`config.mk`:
```
export PLATFORM = sky130hd
export DESIGN_NAME = mc_ctrl
export DESIGN_NICKNAME = d
export VERILOG_FILES = /design/src/rtl/mc_ctrl_pkg.sv /design/src/rtl/mc_ctrl_alu_dec.sv /design/src/rtl/mc_ctrl.sv
export SDC_FILE = /design/constraint.sdc
export NUM_CORES = 1
export LEC_CHECK = 0
export ABC_AREA = 1
export ABC_CLOCK_PERIOD_IN_PS = 2550
export CAP_MARGIN = 20
export CELL_PAD_IN_SITES_DETAIL_PLACEMENT = 1
export CELL_PAD_IN_SITES_GLOBAL_PLACEMENT = 1
export CORE_UTILIZATION = 28
export CTS_BUF_LIST = sky130_fd_sc_hd__clkbuf_4 sky130_fd_sc_hd__clkbuf_8
export DETAILED_ROUTE_END_ITERATION = 16
export PLACE_DENSITY = 0.94
export SLEW_MARGIN = 20
export SYNTH_ARGS = -nofsm -noshare
export SYNTH_HDL_FRONTEND = slang
export SYNTH_SLANG_ARGS = --single-unit
```
`constraint.sdc`:
```
create_clock -name clk -period 2.55 [get_ports clk]
set_clock_uncertainty 0.2 [all_clocks]
set_input_delay 0.51 -clock clk [delete_from_list [all_inputs] [get_ports clk]]
set_output_delay 0.51 -clock clk [all_outputs]
set_load 0.02 [all_outputs]
```
`src/rtl/mc_ctrl_pkg.sv`:
```
// mc_ctrl_pkg: shared encodings for the multi-cycle MIPS-subset controller.
//   - opcode / funct field constants (IR[31:26] / IR[5:0])
//   - ALUOp codes driven to the datapath ALU
//   - controller state codes (exported on mc_ctrl.state)
//   - instruction class and the strobe bundle used inside mc_ctrl
// Optional feature macro: CTRL_ILLEGAL_TRAP_EN (see mc_ctrl.sv).
package mc_ctrl_pkg;

   // opcodes
   localparam logic [5:0] OP_R     = 6'h00;
   localparam logic [5:0] OP_J     = 6'h02;
   localparam logic [5:0] OP_JAL   = 6'h03;
   localparam logic [5:0] OP_BEQ   = 6'h04;
   localparam logic [5:0] OP_BNE   = 6'h05;
   localparam logic [5:0] OP_ADDI  = 6'h08;
   localparam logic [5:0] OP_ADDIU = 6'h09;
   localparam logic [5:0] OP_SLTI  = 6'h0A;
   localparam logic [5:0] OP_SLTIU = 6'h0B;
   localparam logic [5:0] OP_ANDI  = 6'h0C;
   localparam logic [5:0] OP_ORI   = 6'h0D;
   localparam logic [5:0] OP_XORI  = 6'h0E;
   localparam logic [5:0] OP_LUI   = 6'h0F;
   localparam logic [5:0] OP_LW    = 6'h23;
   localparam logic [5:0] OP_SW    = 6'h2B;

   // R-type funct codes
   localparam logic [5:0] FN_SLL  = 6'h00;
   localparam logic [5:0] FN_SRL  = 6'h02;
   localparam logic [5:0] FN_SRA  = 6'h03;
   localparam logic [5:0] FN_SLLV = 6'h04;
   localparam logic [5:0] FN_SRLV = 6'h06;
   localparam logic [5:0] FN_SRAV = 6'h07;
   localparam logic [5:0] FN_JR   = 6'h08;
   localparam logic [5:0] FN_ADD  = 6'h20;
   localparam logic [5:0] FN_ADDU = 6'h21;
   localparam logic [5:0] FN_SUB  = 6'h22;
   localparam logic [5:0] FN_SUBU = 6'h23;
   localparam logic [5:0] FN_AND  = 6'h24;
   localparam logic [5:0] FN_OR   = 6'h25;
   localparam logic [5:0] FN_XOR  = 6'h26;
   localparam logic [5:0] FN_NOR  = 6'h27;
   localparam logic [5:0] FN_SLT  = 6'h2A;
   localparam logic [5:0] FN_SLTU = 6'h2B;

   typedef enum logic [3:0] {
      ALU_ADD  = 4'd0,  ALU_SUB  = 4'd1,  ALU_AND  = 4'd2,  ALU_OR   = 4'd3,
      ALU_XOR  = 4'd4,  ALU_NOR  = 4'd5,  ALU_SLT  = 4'd6,  ALU_SLTU = 4'd7,
      ALU_SLL  = 4'd8,  ALU_SRL  = 4'd9,  ALU_SRA  = 4'd10, ALU_SLLV = 4'd11,
      ALU_SRLV = 4'd12, ALU_SRAV = 4'd13, ALU_LUI  = 4'd14
   } alu_op_e;

   // Codes 5/6 are never entered on purpose; 7 is TRAP when enabled.
   typedef enum logic [2:0] {
      ST_FETCH  = 3'd0,
      ST_DECODE = 3'd1,
      ST_EXEC   = 3'd2,
      ST_MEM    = 3'd3,
      ST_WB     = 3'd4,
      ST_TRAP   = 3'd7
   } state_e;

   typedef enum logic [2:0] {
      CL_RTYPE, CL_JR, CL_IMM, CL_LDST, CL_BRANCH, CL_JUMP, CL_JAL, CL_ILLEGAL
   } instr_class_e;

   // Every datapath strobe; mc_ctrl clears this to zero before decoding.
   typedef struct packed {
      alu_op_e    alu_op;
      logic       mem_read;
      logic       mem_write;
      logic       ir_write;
      logic       reg_dst;
      logic       reg_write;
      logic       alu_src_a;
      logic [1:0] alu_src_b;
      logic       mem_to_reg;
      logic       pc_write;
      logic       pc_write_cond;
      logic [1:0] pc_source;
      logic       iord;
      logic       sign_ext;
      logic       save_pc;
      logic       jr;
      logic       save_old_pc;
   } ctrl_t;

   // funct_ok / imm_ok come from mc_alu_dec so legality lives in one table.
   function automatic instr_class_e classify(input logic [5:0] opcode,
                                             input logic [5:0] funct,
                                             input logic       funct_ok,
                                             input logic       imm_ok);
      instr_class_e cls;
      cls = CL_ILLEGAL;
      if (opcode == OP_R) begin
         if (funct == FN_JR)  cls = CL_JR;
         else if (funct_ok)   cls = CL_RTYPE;
      end else if (imm_ok) begin
         cls = CL_IMM;
      end else begin
         case (opcode)
            OP_LW, OP_SW:   cls = CL_LDST;
            OP_BEQ, OP_BNE: cls = CL_BRANCH;
            OP_J:           cls = CL_JUMP;
            OP_JAL:         cls = CL_JAL;
            default:        cls = CL_ILLEGAL;
         endcase
      end
      return cls;
   endfunction

endpackage

```
`src/rtl/mc_ctrl_alu_dec.sv`:
```
// mc_alu_dec: opcode/funct -> ALUOp decoder.
// Ports:
//   opcode   in  6  IR[31:26]
//   funct    in  6  IR[5:0]
//   alu_op   out 4  ALU operation for R-type (from funct) or immediate ALU
//                   (from opcode); ADD for everything else
//   funct_ok out 1  R-type funct is a known ALU op (JR is not counted)
//   imm_ok   out 1  opcode is an immediate ALU instruction
module mc_alu_dec
   import mc_ctrl_pkg::*;
(
   input  logic [5:0] opcode,
   input  logic [5:0] funct,
   output alu_op_e    alu_op,
   output logic       funct_ok,
   output logic       imm_ok
);

   always_comb begin
      alu_op   = ALU_ADD;
      funct_ok = 1'b0;
      imm_ok   = 1'b0;
      if (opcode == OP_R) begin
         funct_ok = 1'b1;
         case (funct)
            FN_SLL:           alu_op = ALU_SLL;
            FN_SRL:           alu_op = ALU_SRL;
            FN_SRA:           alu_op = ALU_SRA;
            FN_SLLV:          alu_op = ALU_SLLV;
            FN_SRLV:          alu_op = ALU_SRLV;
            FN_SRAV:          alu_op = ALU_SRAV;
            FN_ADD, FN_ADDU:  alu_op = ALU_ADD;
            FN_SUB, FN_SUBU:  alu_op = ALU_SUB;
            FN_AND:           alu_op = ALU_AND;
            FN_OR:            alu_op = ALU_OR;
            FN_XOR:           alu_op = ALU_XOR;
            FN_NOR:           alu_op = ALU_NOR;
            FN_SLT:           alu_op = ALU_SLT;
            FN_SLTU:          alu_op = ALU_SLTU;
            default:          funct_ok = 1'b0;
         endcase
      end else begin
         imm_ok = 1'b1;
         case (opcode)
            OP_ADDI, OP_ADDIU: alu_op = ALU_ADD;
            OP_SLTI:           alu_op = ALU_SLT;
            OP_SLTIU:          alu_op = ALU_SLTU;
            OP_ANDI:           alu_op = ALU_AND;
            OP_ORI:            alu_op = ALU_OR;
            OP_XORI:           alu_op = ALU_XOR;
            OP_LUI:            alu_op = ALU_LUI;
            default:           imm_ok = 1'b0;
         endcase
      end
   end

endmodule

```
`src/rtl/mc_ctrl.sv`:
```
// mc_ctrl: multi-cycle MIPS-subset control unit.
// Sequences FETCH -> DECODE -> EXEC -> [MEM] -> [WB] and drives the datapath
// strobes as a pure combinational decode of (state, opcode, funct). Only the
// state register is sequential.
// Ports:
//   clk, rst            clock (rising edge), asynchronous active-high reset
//   opcode, funct       IR[31:26], IR[5:0]
//   ALUOp .. SaveOldPC  datapath strobes (see port list)
//   state               current state, for debug
// Optional feature: define CTRL_ILLEGAL_TRAP_EN to send unknown instructions
// to TRAP (state 7), which holds with all strobes low until rst. Without it,
// unknown instructions are NOPs and state 7 falls back to FETCH.
module mc_ctrl
   import mc_ctrl_pkg::*;
(
   input  logic       clk,
   input  logic       rst,
   input  logic [5:0] opcode,
   input  logic [5:0] funct,
   output logic [3:0] ALUOp,
   output logic       MemRead,
   output logic       MemWrite,
   output logic       IRWrite,
   output logic       RegDst,
   output logic       RegWrite,
   output logic       ALUSrcA,
   output logic [1:0] ALUSrcB,
   output logic       MemtoReg,
   output logic       PCWrite,
   output logic       PCWriteCond,
   output logic [1:0] PCSource,
   output logic       IorD,
   output logic       SignExtend,
   output logic       SavePC,
   output logic       JR,
   output logic       SaveOldPC,
   output logic [2:0] state
);

   state_e       cur, nxt;
   ctrl_t        ctl;
   alu_op_e      dec_op;
   logic         funct_ok, imm_ok;
   instr_class_e cls;

   mc_alu_dec u_alu_dec (
      .opcode   (opcode),
      .funct    (funct),
      .alu_op   (dec_op),
      .funct_ok (funct_ok),
      .imm_ok   (imm_ok)
   );

   assign cls = classify(opcode, funct, funct_ok, imm_ok);

   always_ff @(posedge clk or posedge rst) begin
      if (rst) cur <= ST_FETCH;
      else     cur <= nxt;
   end

   always_comb begin
      ctl = '0;
      nxt = ST_FETCH;
      case (cur)
         ST_FETCH: begin
            ctl.mem_read  = 1'b1;
            ctl.ir_write  = 1'b1;
            ctl.alu_src_b = 2'b01;
            ctl.alu_op    = ALU_ADD;
            ctl.pc_write  = 1'b1;
            nxt           = ST_DECODE;
         end
         ST_DECODE: begin
            // PC + (imm << 2): branch target parked in ALUOut
            ctl.alu_src_b   = 2'b11;
            ctl.alu_op      = ALU_ADD;
            ctl.sign_ext    = 1'b1;
            ctl.save_old_pc = (opcode == OP_JAL);
            nxt             = ST_EXEC;
         end
         ST_EXEC: begin
            case (cls)
               CL_RTYPE: begin
                  ctl.alu_src_a = 1'b1;
                  ctl.alu_src_b = 2'b00;
                  ctl.alu_op    = dec_op;
                  nxt           = ST_WB;
               end
               CL_JR: begin
                  ctl.jr       = 1'b1;
                  ctl.pc_write = 1'b1;
               end
               CL_IMM: begin
                  ctl.alu_src_a = 1'b1;
                  ctl.alu_src_b = 2'b10;
                  ctl.alu_op    = dec_op;
                  // logical immediates are zero-extended
                  ctl.sign_ext  = !(opcode inside {OP_ANDI, OP_ORI, OP_XORI});
                  nxt           = ST_WB;
               end
               CL_LDST: begin
                  ctl.alu_src_a = 1'b1;
                  ctl.alu_src_b = 2'b10;
                  ctl.sign_ext  = 1'b1;
                  ctl.alu_op    = ALU_ADD;
                  nxt           = ST_MEM;
               end
               CL_BRANCH: begin
                  // ALU zero/non-zero qualifies PCWriteCond in the datapath
                  ctl.alu_src_a     = 1'b1;
                  ctl.alu_src_b     = 2'b00;
                  ctl.alu_op        = ALU_SUB;
                  ctl.pc_write_cond = 1'b1;
                  ctl.pc_source     = 2'b01;
               end
               CL_JUMP: begin
                  ctl.pc_write  = 1'b1;
                  ctl.pc_source = 2'b10;
               end
               CL_JAL: begin
                  ctl.pc_write  = 1'b1;
                  ctl.pc_source = 2'b10;
                  ctl.save_pc   = 1'b1;
                  ctl.reg_write = 1'b1;
               end
               default: begin
`ifdef CTRL_ILLEGAL_TRAP_EN
                  nxt = ST_TRAP;
`else
                  nxt = ST_FETCH;
`endif
               end
            endcase
         end
         ST_MEM: begin
            // keep recomputing the address so ALUOut stays valid
            ctl.iord      = 1'b1;
            ctl.alu_src_a = 1'b1;
            ctl.alu_src_b = 2'b10;
            ctl.sign_ext  = 1'b1;
            ctl.alu_op    = ALU_ADD;
            if (opcode == OP_LW) begin
               ctl.mem_read = 1'b1;
               nxt          = ST_WB;
            end else if (opcode == OP_SW) begin
               ctl.mem_write = 1'b1;
            end
         end
         ST_WB: begin
            if (opcode == OP_LW) begin
               ctl.reg_write  = 1'b1;
               ctl.mem_to_reg = 1'b1;
            end else if (cls == CL_RTYPE) begin
               ctl.reg_write = 1'b1;
               ctl.reg_dst   = 1'b1;
            end else if (cls == CL_IMM) begin
               ctl.reg_write = 1'b1;
            end
         end
`ifdef CTRL_ILLEGAL_TRAP_EN
         ST_TRAP: nxt = ST_TRAP;
`endif
         default: nxt = ST_FETCH;
      endcase
   end

   assign ALUOp       = ctl.alu_op;
   assign MemRead     = ctl.mem_read;
   assign MemWrite    = ctl.mem_write;
   assign IRWrite     = ctl.ir_write;
   assign RegDst      = ctl.reg_dst;
   assign RegWrite    = ctl.reg_write;
   assign ALUSrcA     = ctl.alu_src_a;
   assign ALUSrcB     = ctl.alu_src_b;
   assign MemtoReg    = ctl.mem_to_reg;
   assign PCWrite     = ctl.pc_write;
   assign PCWriteCond = ctl.pc_write_cond;
   assign PCSource    = ctl.pc_source;
   assign IorD        = ctl.iord;
   assign SignExtend  = ctl.sign_ext;
   assign SavePC      = ctl.save_pc;
   assign JR          = ctl.jr;
   assign SaveOldPC   = ctl.save_old_pc;
   assign state       = cur;

endmodule

```
==> impl_metrics.yaml, run 1 <==
run_status:
  error_line: "[ERROR GRT-0232] Routing congestion too high. Check the congestion heatmap in the GUI."
  status: "did not finish"
  lastStage: "global routing (5_1_grt)"
global_routing:
  grt_max_degree: 8
  grt_overflow_total: 11
  grt_usage_pct: 60.1
yosys:
  avgSynthCellArea_um2: 5.41
  async_reset_ff_share_pct: 100
  synthSimpleGateAreaFrac_pct: 63.2
  synth_xor_area_share_pct: 0
  synth_adder_area_share_pct: 0
  ys_seq_area_share_pct: 9.43
  syn-num-nets: 161
  yosysWarnings: 0
  synth_compound_area_share_pct: 14.0
  ys_seq_elements: 3
  syn_area_um2: 796
  muxShareOfSynthArea_pct: 1.26
  synth_edf_count: 0
  synth_top_family_by_area: "simple AND/OR/NAND/NOR gates"
  ys.flop_type: "dfrtp_1"
  yosysUniqueCellTypes: 24
  syn_inst: 147
clocking:
  root_buffer: "clkbuf_4"
  clock-sinks: 3
  htree_levels: 1
  cts_inserted_buffers: 3
  clock_path_buffers: 2
  postCtsHoldBufs: 0
placement:
  gp_congestion: 0.998
  placedCellCount: 254
  dpl.hpwl_mm: 3.63
  io_buffers: 38
die:
  row_count: 18
  io_pins: 39
  start_util_pct: 30.7
  die_x_um: 55.3
  fp.dieH_um: 55.3
timing:
  endpoint_type: "output port"
  worst_endpoint: "PCWrite"
-- synth_stat cells (4+ instances only) --
cell / count / area share (%)
nand2_1: 40 / 19
inv_1: 22 / 10
nor2_1: 22 / 10
nand3_1: 14 / 8.8
nor3_1: 6 / 3.8
o21ai_0: 6 / 3.8
a21oi_1: 4 / 2.5
nand3_2: 4 / 5.0
nor2_4: 4 / 5.7
-- metal layers --
layer  overflow  GRT usage (%)
met2          6           86.2
met3          0           30.4
met4          5           66.1
met5          0              0
met1          0           58.9
-- stage by stage --
step	hold slack, ns	util [%]	setup slack, ns	instance area, um2
4_1_cts	0.253	65.9	-0.0152	1710
3_5_place_dp	0.509	58.2	-0.965	1510
3_3_place_gp	0.434	58.2	-0.800	1510
2_1_floorplan	0.0636	-	0.0195	796
-- cell families after synthesis --
| kind of cell | after synthesis |
|---|---|
| buffers and inverters | 25 |
| AND/OR/NAND/NOR | 101 |
| multiplexers | 1 |
| flip-flops | 3 |
| AO/OA/AOI/OAI | 17 |
-- what timing repair did --
action,4_1_cts
gates resized for setup,159
pin swaps,21
setup buffers,12
setup endpoints to repair,19
==> run 2, diff against run 1 <==
Settings changed: CELL_PAD_IN_SITES_DETAIL_PLACEMENT 1 to unset, CELL_PAD_IN_SITES_GLOBAL_PLACEMENT 1 to unset, CORE_AREA set to 2 2 63 65, CORE_UTILIZATION 28 to unset, CTS_BUF_LIST sky130_fd_sc_hd__clkbuf_4 sky130_fd_sc_hd__clkbuf_8 to unset, DIE_AREA set to 0 0 65 67, PLACE_DENSITY 0.94 to unset, PLACE_DENSITY_LB_ADDON set to 0.15.
==> impl_metrics.yaml, run 2 <==
drt:
  firstDrtPassIters: 6
  totalWireLength_mm: 3.30
  wl_met2_mm: 1.69
  dr_wl_met3_um: 180
  antenna_left: 0
  vias_per_cell: 4.49
  dr.max_layer_used: "met4"
  wl_met1_mm: 1.42
  routed-via-count: 1265
  dr.first_iter.drc_count: 67
  wl_per_cell_um: 11.7
  drc_errors: 0
run_status:
  status: "finished, final reports clean"
global_routing:
  grt_usage_pct: 15.5
  grt_pass1_vias: 1277
  antenna_found_initial: 0
  grt_pass1_wl_mm: 5.50
  grt_overflow_total: 0
  grt_max_degree: 8
yosys:
  synth_edf_count: 0
  yosysMostFrequentCell: "nand2_1"
  ys_seq_elements: 3
  yosys.area.top_type: "nand2_1"
  synthTopCellsByArea: "nand2_1 (19%), inv_1 (10%), nor2_1 (10%)"
  ys.flop_type: "dfrtp_1"
  yosysWarnings: 0
  syn-num-nets: 161
  yosysUniqueCellTypes: 24
  avgSynthCellArea_um2: 5.41
  synth.top_cell.area_share_pct: 18.9
  syn_area_um2: 796
  synth_common_cells: "nand2_1 (40), inv_1 (22), nor2_1 (22), nand3_1 (14)"
  ys_seq_area_share_pct: 9.43
  async_reset_ff_share_pct: 100
  syn_inst: 147
worst_setup_path:
  required_ns: 1.84
  critPathArrivalTime_ns: 1.83
  cp_top_family: "simple AND/OR/NAND/NOR gates"
  cp_num_cells: 15
  crit_fanout: 5
  critPathKind: "in -> out"
  critPathBufInv: 6
  path_cells: "buf_8, nor2_4, inv_4, buf_4, nor2_1, inv_1, nand2_1, nand2_1, nand2_4, inv_2, nand2_4, nand2_2, nand2_2, nand2_2, buf_6"
  critPathLaunchType: "input pin"
  crit_top_cell: "nand2_2"
  end_kind: "output pin"
  reg2regPathDepth: 11
  slowest_stage: "nor2_4"
  cpPeakStageDelay_ns: 0.17
power:
  leakagePower_uw: 0.000895
  powerDensity_nw_per_um2: 457
  ir_drop_mv: 0.199
cells_and_area:
  largest_register_ffs: 3
  syn_to_final_growth_pct: 120
  final_common_cell: "buf_4"
  fin_util_pct: 48.6
  drive_gt1_share_pct: 54.3
  layout_common_cells: "buf_4 (47), nand2_1 (29), inv_1 (19)"
  antennaDiodeCount: 0
  num-nets-final: 249
clocking:
  htree_levels: 1
  clk_pin_slew_ns: 0.03
  clock-sinks: 3
  cts_inserted_buffers: 3
  insertion_delay_ns: 0.21
  tritoncts: "done"
  clock_path_buffers: 2
  root_buffer: "clkbuf_8"
die:
  core-area_um2: 3610
  start_util_pct: 22.1
  io_pins: 39
  row_count: 22
  die_x_um: 65
  fp.dieH_um: 67
  fp.dieArea_um2: 4360
placement:
  post-place-ws_ns: -0.924
  dpl.hpwl_mm: 2.44
  gp_congestion: 0.776
  io_buffers: 38
timing:
  slew_viol_final: 0
  hold_violations: 0
  finalSetupViolCount: 0
  slew_headroom_pct: 80.1
  fin_crit_sh_pct: 99.5
  worst_pin_slew_ns: 0.294
  finalCriticalPeriod_ns: 2.54
  rsz0062_at_grt: "yes"
  timing.fmax_mhz: 394
  finalWorstSetupSlack_ns: 0.0126
  fin_tns_setup_ns: 0
min_path:
  hp-class: "in -> async"
flow_run:
  drv_cap: 0
[run 2: cell type report]
| cell class | instances | area [um2] |
|---|---|---|
| clock buffers | 4 | 45.0 |
| fillers | 390 | 1850 |
| inverters | 25 | 98.8 |
| multi-input cells | 119 | 823 |
| flip-flops and latches | 3 | 75.1 |
| well taps | 48 | 60.1 |
| repair buffers | 83 | 651 |
[run 2: cell families (layout without fill, tap and decap cells)]
logic type / Yosys count / in the layout / share of synthesized area (%)
AND/OR/NAND/NOR: 101 / 101 / 63.2
AO/OA/AOI/OAI: 17 / 17 / 14.0
buffers and inverters: 25 / 112 / 12.1
flip-flops: 3 / 3 / 9.43
multiplexers: 1 / 1 / 1.26
[run 2: path summary, 6_finish.rpt]
check | start | end | slack (ns)
hold / removal | rst | state[1]$_DFF_PP0_ | 0.27
max in group asynchronous | rst | state[0]$_DFF_PP0_ | 1.75
setup / recovery | opcode[4] | PCWrite | 0.01
hold reg to reg | state[2]$_DFF_PP0_ | state[1]$_DFF_PP0_ | 0.54
min in group clk | opcode[4] | state[2]$_DFF_PP0_ | 0.52
setup reg to reg | state[1]$_DFF_PP0_ | state[2]$_DFF_PP0_ | 0.61
[run 2: power breakdown]
group,switching [uW],internal [uW]
combinational,344,243
sequential,14.7,63.4
clock,30.1,107
total,389,413
[run 2: metal layers]
| layer | global-route usage [%] | vias to the layer above |
|---|---|---|
| met4 | 4.26 | 0 |
| met1 | 19.3 | 568 |
| met5 | 0 | - |
| li1 | - | 652 |
| met2 | 28.0 | 43 |
| met3 | 2.03 | 2 |
[run 2: timing repair]
| item | 4_1_cts | 5_1_grt |
|---|---|---|
| pin swaps | 21 | 19 |
| hold buffers | 0 | 0 |
| resized for setup | 133 | 50 |
| buffers inserted | 12 | 2 |
| endpoints found under the setup margin | 19 | 17 |
[run 2: stage by stage]
stage | cell area, um2 | cells | hold slack [ns] | power, uW
floorplan | 796 | 147 | 0.0636 | 349
global placement | 1490 | 267 | 0.478 | 634
detailed placement | 1490 | 267 | 0.497 | 638
CTS | 1650 | 282 | 0.273 | 783
global route | 1750 | 282 | 0.299 | 866
finish | 1750 | 282 | 0.271 | 802
[run 2: worst register-to-register path: cells and delay by family, from the launching register on]
family | cells | cell delay [ns]
DFF | 1 | 0.42
and+or+nand+nor | 3 | 0.27
buffers and inverters | 8 | 0.99
Power figures use the tool's default switching activity.
